[config.mk]
export PLATFORM = sky130hd
export DESIGN_NAME = turn_blink_ctrl
export DESIGN_NICKNAME = d
export VERILOG_FILES = /design/src/rtl/turn_blink_ctrl.sv
export SDC_FILE = /design/constraint.sdc
export NUM_CORES = 1
export LEC_CHECK = 0
export CAP_MARGIN = 10
export CORE_AREA = 3 3 61 63
export DETAILED_ROUTE_END_ITERATION = 12
export DIE_AREA = 0 0 64 66
export PLACE_DENSITY_LB_ADDON = 0.2
export SLEW_MARGIN = 30
export SYNTH_ARGS = -nofsm -noshare
export SYNTH_HDL_FRONTEND = slang
export SYNTH_SLANG_ARGS = --single-unit
[constraint.sdc]
create_clock -name clk -period 2.28 [get_ports clk]
set_input_delay 0.342 -clock clk [delete_from_list [all_inputs] [get_ports clk]]
set_output_delay 0.342 -clock clk [all_outputs]
set_load 0.05 [all_outputs]
[src/rtl/turn_blink_ctrl.sv]
// Turn-signal / hazard blink controller sharing one blink timebase.
// Optional turn auto-cancel (HOLD state, blink counter) enabled by TURN_AUTO_CANCEL_EN.
module turn_blink_ctrl #(
  parameter int unsigned HALF_PERIOD = 25_000_000,
  parameter int unsigned MAX_BLINKS  = 8
) (
  input  logic       clk,
  input  logic       rst,
  input  logic       en,
  input  logic       left_req,
  input  logic       right_req,
  input  logic       hazard_req,
  output logic       led_left,
  output logic       led_right,
  output logic       phase_tick,
  output logic [2:0] state
);

  typedef enum logic [2:0] {
    IDLE   = 3'd0,
    LEFT   = 3'd1,
    RIGHT  = 3'd2,
    HAZARD = 3'd3,
    HOLD   = 3'd4
  } state_t;

  localparam logic [31:0] HP_M1 = 32'(HALF_PERIOD - 1);

  state_t      state_q, state_d, req;
  logic [31:0] cnt_q, cnt_d;
  logic        phase_q, phase_d;
  logic        tick_q, tick_d;
  logic        led_left_q, led_left_d;
  logic        led_right_q, led_right_d;
  logic        blinking;

`ifdef TURN_AUTO_CANCEL_EN
  localparam logic [7:0] MAX_B = 8'(MAX_BLINKS);
  logic [7:0] blink_q, blink_d;
  logic       hold_left_q, hold_left_d;
`endif

  always_comb begin
    if (!en)                       req = IDLE;
    else if (hazard_req)           req = HAZARD;
    else if (left_req && right_req) req = IDLE;
    else if (left_req)             req = LEFT;
    else if (right_req)            req = RIGHT;
    else                           req = IDLE;
  end

  always_comb begin
    state_d = req;
    cnt_d   = '0;
    phase_d = 1'b0;
    tick_d  = 1'b0;
`ifdef TURN_AUTO_CANCEL_EN
    blink_d     = blink_q;
    hold_left_d = hold_left_q;
    // HOLD persists only while the lever that caused the cancel is still the request
    if (state_q == HOLD &&
        ((req == LEFT && hold_left_q) || (req == RIGHT && !hold_left_q)))
      state_d = HOLD;
`endif
    blinking = (state_d == LEFT) || (state_d == RIGHT) || (state_d == HAZARD);

    if (state_d != state_q) begin
      if (blinking) begin
        phase_d = 1'b1;
      end
`ifdef TURN_AUTO_CANCEL_EN
      blink_d = '0;
`endif
    end else if (blinking) begin
      if (cnt_q == HP_M1) begin
        phase_d = ~phase_q;
        tick_d  = 1'b1;
`ifdef TURN_AUTO_CANCEL_EN
        if (state_q != HAZARD && phase_q) begin
          blink_d = blink_q + 8'd1;
          if (blink_d == MAX_B) begin
            state_d     = HOLD;
            phase_d     = 1'b0;
            hold_left_d = (state_q == LEFT);
          end
        end
`endif
      end else begin
        cnt_d   = cnt_q + 32'd1;
        phase_d = phase_q;
      end
    end

    led_left_d  = phase_d && (state_d == LEFT  || state_d == HAZARD);
    led_right_d = phase_d && (state_d == RIGHT || state_d == HAZARD);
  end

  always_ff @(posedge clk) begin
    if (!rst) begin
      state_q     <= IDLE;
      cnt_q       <= '0;
      phase_q     <= 1'b0;
      tick_q      <= 1'b0;
      led_left_q  <= 1'b0;
      led_right_q <= 1'b0;
`ifdef TURN_AUTO_CANCEL_EN
      blink_q     <= '0;
      hold_left_q <= 1'b0;
`endif
    end else begin
      state_q     <= state_d;
      cnt_q       <= cnt_d;
      phase_q     <= phase_d;
      tick_q      <= tick_d;
      led_left_q  <= led_left_d;
      led_right_q <= led_right_d;
`ifdef TURN_AUTO_CANCEL_EN
      blink_q     <= blink_d;
      hold_left_q <= hold_left_d;
`endif
    end
  end

  assign led_left   = led_left_q;
  assign led_right  = led_right_q;
  assign phase_tick = tick_q;
  assign state      = state_q;

endmodule

## Word-level counts from Yosys, hierarchy flattened

Index checks and enable logic that the tools add are counted.

- Add/subtract/negate cells: 1
- Shift-type cells: 0
- Equal/unequal tests: 5
- Bitwise operators: 3
- Multipliers: 0
- Magnitude comparators: 0
- Div/mod/pow operators: 0
- Reduce and logical (&&, ||, !) cells: 9
- Mux-type cells: 10

Operators by type and width:

| operator | count |
|---|---|
| adder 32 x 1 -> 32 bit (second input constant) | 1 |
| equality test 32 x 25 -> 1 bit (second input constant) | 1 |
| two-way mux 2 bit | 5 |
| equality test 3 x 2 -> 1 bit (second input constant) | 2 |
| two-way mux 1 bit | 5 |
| logical OR 1 bit | 4 |
| OR reduction 4 bit | 1 |
| equality test 3 x 1 -> 1 bit (second input constant) | 1 |
| logical AND 1 bit | 3 |
| != test 3 bit | 1 |
| inverter 1 bit | 3 |
| OR reduction 3 bit | 1 |

- RAM bits: 0
- Bits in read-only memories: 0
- Output and inout bits: 6
- Memories: 0
- Logic and storage cells: 34
- Input bits: 6
- Latch bits: 0
- Register bits after elaboration: 39

## Longest topological paths before layout

- Word-level depth: 11
- Gate-level depth with buffers: 8

## Least setup slack after synthesis

Ideal clock, no wire load.

- Path kind: register to register
- Start: register state_q[0] (netlist: state[0])
- End: register cnt_q[18]
- Buffers on the path: 2
- Period minus slack after synthesis: 1879 ps
- Required time: 2216 ps
- Cell stages (with the launch flop): 8
- Arrival time: 1816 ps
- Setup slack: 401 ps
- Cell sequence: dfxtp_1 > nand3b_1 > a311o_1 > o211ai_1 > nand3_2 > buf_6 > buf_6 > nor2_1

- Word-level cells in the longest chain between the ends: 2

Ends and longest elaborated chain:

| item | RTL line | source |
|---|---|---|
| from (decl) | 29 | `state_t state_q, state_d, req;` |
| from (signal assigned) | 111 | `state_q <= state_d;` |
| != test 3 bit | 67 | `if (state_d != state_q) begin` |
| OR reduction 4 bit (no source line) | -- |  |
| to (signal assigned) | 112 | `cnt_q <= cnt_d;` |
| to (decl) | 30 | `logic [31:0] cnt_q, cnt_d;` |

Every way passes these cells.
A chain may end at the register's enable or synchronous reset.

## Worst setup path in the final report

- Start: register state_q[0] (netlist: state[0])
- End: output state[0]

RTL lines:

| item | RTL line | source |
|---|---|---|
| to (decl) | 16 | `output logic [2:0] state` |

No word-level cell between the ends.

==> reports/metrics.cfg <==
[status]
status=finished clean

[floorplanning]
dieHeight_um=66
die_w_um=64
initial_core_util_pct=55.2
pin_count=12
num_rows=21
die_area_sq_um=4220
coreArea_sq_um=3280

[cells_and_area]
areaGrowthSynthToFinish_pct=10.6
layout-drive-gt1-share_pct=10.2
fin_cells=262
fill_cells=282
n_antenna_cell=0
final_area_sq_um=2000
nets=223

[yosys]
yosysSeqAreaShare_pct=42.0
synthSimpleGateAreaFrac_pct=36.3
async_reset_ff_share_pct=0
netlist_instances=200
synth_area_leader_cell=dfxtp_1
synth_fa_ha_area_share_pct=0.691
synth_edf_count=0
synth_top_family_by_area=simple AND/OR/NAND/NOR gates
ys_types=40
synth_ff_type=dfxtp_1
ys_seq_elements=38
yosysTopAreaCellShare_pct=42.0
yosys-mux-area-fraction_pct=0.552
synth_area_sq_um=1810
netlist_top_cells_area=dfxtp_1 42%, xor2_1 9.2%, nor2_1 8.1%
syn_avg_cell_area_sq_um=9.06
synth_compound_area_share_pct=6.01
synth_xor_area_share_pct=12.1
synth_warnings=0
synth.net_count=207

[sta]
period_needed_ns=1.97
tightest_slew_ns=0.655
rsz0062_at_grt=false
setup_viol=0
hold_violations=0
relSlewSlack_pct=56.0
slew_violations=0
clock_skew_ns=0.0155
timing.final.crit_share_pct=86.6
max_freq_mhz=507
worst_hold_slack_ns=0.463
finalSetupTns_ns=0

[setup_path]
cpPeakStageDelay_ns=0.85
path_cells=clkdlybuf4s50_1
start_kind=register
end_kind=output port
cp.arrival_ns=1.63
cp.buffers_inverters=1
crit_fanout=7
slowest_stage=clkdlybuf4s50_1
cp.required_ns=1.94
cp_top_family=buffers and inverters
critical_path_class=register to output port

[power_and_ir_drop]
clock_power_share_pct=30.2
pwr-share-comb_pct=6.4
p_per_area_nw_per_um2=530
internal_power_mw=0.806
vdd_ir_drop_max_v=0.000426
seqPwrFrac_pct=63.4
switchingPower_mw=0.256
switching_share_pct=24.1
leakagePower_nw=0.692

[clock_tree]
cts_hold_buffers=0
cts_max_level=2
cts-resized-gates=0
cts_inserted_buffers=5
postCtsSetupBuffers=0
clk_path_buf_depth=2
clk_pin_slew_ns=0.10
cts_sinks=38
insertion_delay_ns=0.34
cts_tree=built
root_buffer=clkbuf_4

[global_routing]
grt_usage_pct=19.7
grt_pass1_vias=1461
grt_antenna_before_repair=0
grt_max_degree=30
grt-ovfl-total=0
grt_pass1_wl_mm=6.53

[detailed_routing]
drtPass1Iterations=4
ant_nets=0
via_count=1468
drtIter0Drc=74
wl_per_cell_um=13.7
vias_per_cell=5.60
drc=0
wl_mm=3.58

[placement]
port_buffers=10
dp_hpwl_mm=2.59
place_area_sq_um=1960
gp_congestion=0.809
dp_cells=255

[min_path]
worstHoldPathType=register to register

[flow_run]
max_cap_viol_count=0

[cells in the final DEF (no fill, tap or decap), drive strengths merged, types with 2 or more instances in the layout]
master          n
and3            4
and2            2
xnor2           6
buf             3
nor2b           3
o21ai           4
nor4            7
xor2           19
nand4          12
nor2           39
nand3          15
nor3            7
a21oi           5
nand2          12
clkdlybuf4s50  10
clkinv          2
or3             3
clkbuf          5
dfxtp          38
and4            5
[layer usage]
| metal | up-vias | global-route usage, % | share of wire, % |
|---|---|---|---|
| met5 | - | 0 | 0 |
| met4 | 0 | 7.82 | 1.5 |
| met3 | 6 | 5.44 | 4.8 |
| met2 | 30 | 34.2 | 50 |
| met1 | 688 | 22.8 | 44 |
| li1 | 744 | - | - |
[metrics by stage]
step,utilization [%],setup slack [ns],power [mW]
after global placement,59.6,0.159,0.754
after detailed placement,59.6,0.0875,0.757
after global routing,61.0,0.106,1.11
after floorplan,-,0.401,0.736
final,61.0,0.307,1.06
after CTS,61.0,0.291,1.08
[cells in the mapped netlist, types with 2 or more instances]
library cell	count
a21oi_1	4
nand3_1	13
nor3_1	6
nand2_1	12
nand4_1	10
nand4_4	2
and2_1	2
dfxtp_1	38
buf_6	2
xnor2_1	6
and3_1	4
nand3_2	2
nor2_1	39
nor2b_1	3
xor2_1	19
or3_1	3
nor4_4	2
and4_1	4
o21ai_0	4
nor4_1	5
[registers in the layout, summed over array words and instances (netlist names)]
register    count
phase_q         1
led_left        1
state           2
phase_tick      1
led_right       1
cnt_q          32
[worst register-to-register path, delay by kind of cell (launching register included)]
family / cells / cell delay, ns
and+or+nand+nor: 5 / 0.96
DFF: 1 / 0.37
buffers and inverters: 1 / 0.30
adders and majority gates: 1 / 0.22
[power groups by stage]
stage	Clock (mW)	Combinational (mW)	Sequential [mW]
2_1_floorplan	0	0.0361	0.700
3_3_place_gp	0	0.0665	0.688
3_5_place_dp	0	0.0682	0.689
4_1_cts	0.336	0.0684	0.673
5_1_grt	0.358	0.0739	0.674
6_report	0.321	0.0681	0.673
[layout make-up]
cell class / instances / area [sq um] / share of cell area (%)
sequential: 38 / 761 / 38.0
inverter: 1 / 3.75 / 0.187
clock inverter: 2 / 10.0 / 0.499
timing repair buffer: 13 / 123 / 6.12
clock buffer: 5 / 37.5 / 1.87
multi-input combinational: 157 / 1010 / 50.5
tap: 46 / 57.6 / 2.87
[path summary, 6_finish.rpt]
path | start | to | slack, ns | cells after the start
max | state[0] | state[0] | 0.31 | 1
min | cnt_q[0] | cnt_q[0] | 0.46 | 1
max reg2reg | cnt_q[0] | cnt_q[18] | 0.31 | 7
min reg2reg | cnt_q[0] | cnt_q[0] | 0.46 | 1
[cells by family after synthesis]
kind of cell / count (synthesis)
simple gates: 113
flops: 38
xor+xnor: 25
compound gates: 16
buf+inv: 5
fa+ha+maj: 1
other cells: 1
mux: 1
No activity file was read; power rests on OpenSTA's default activity.
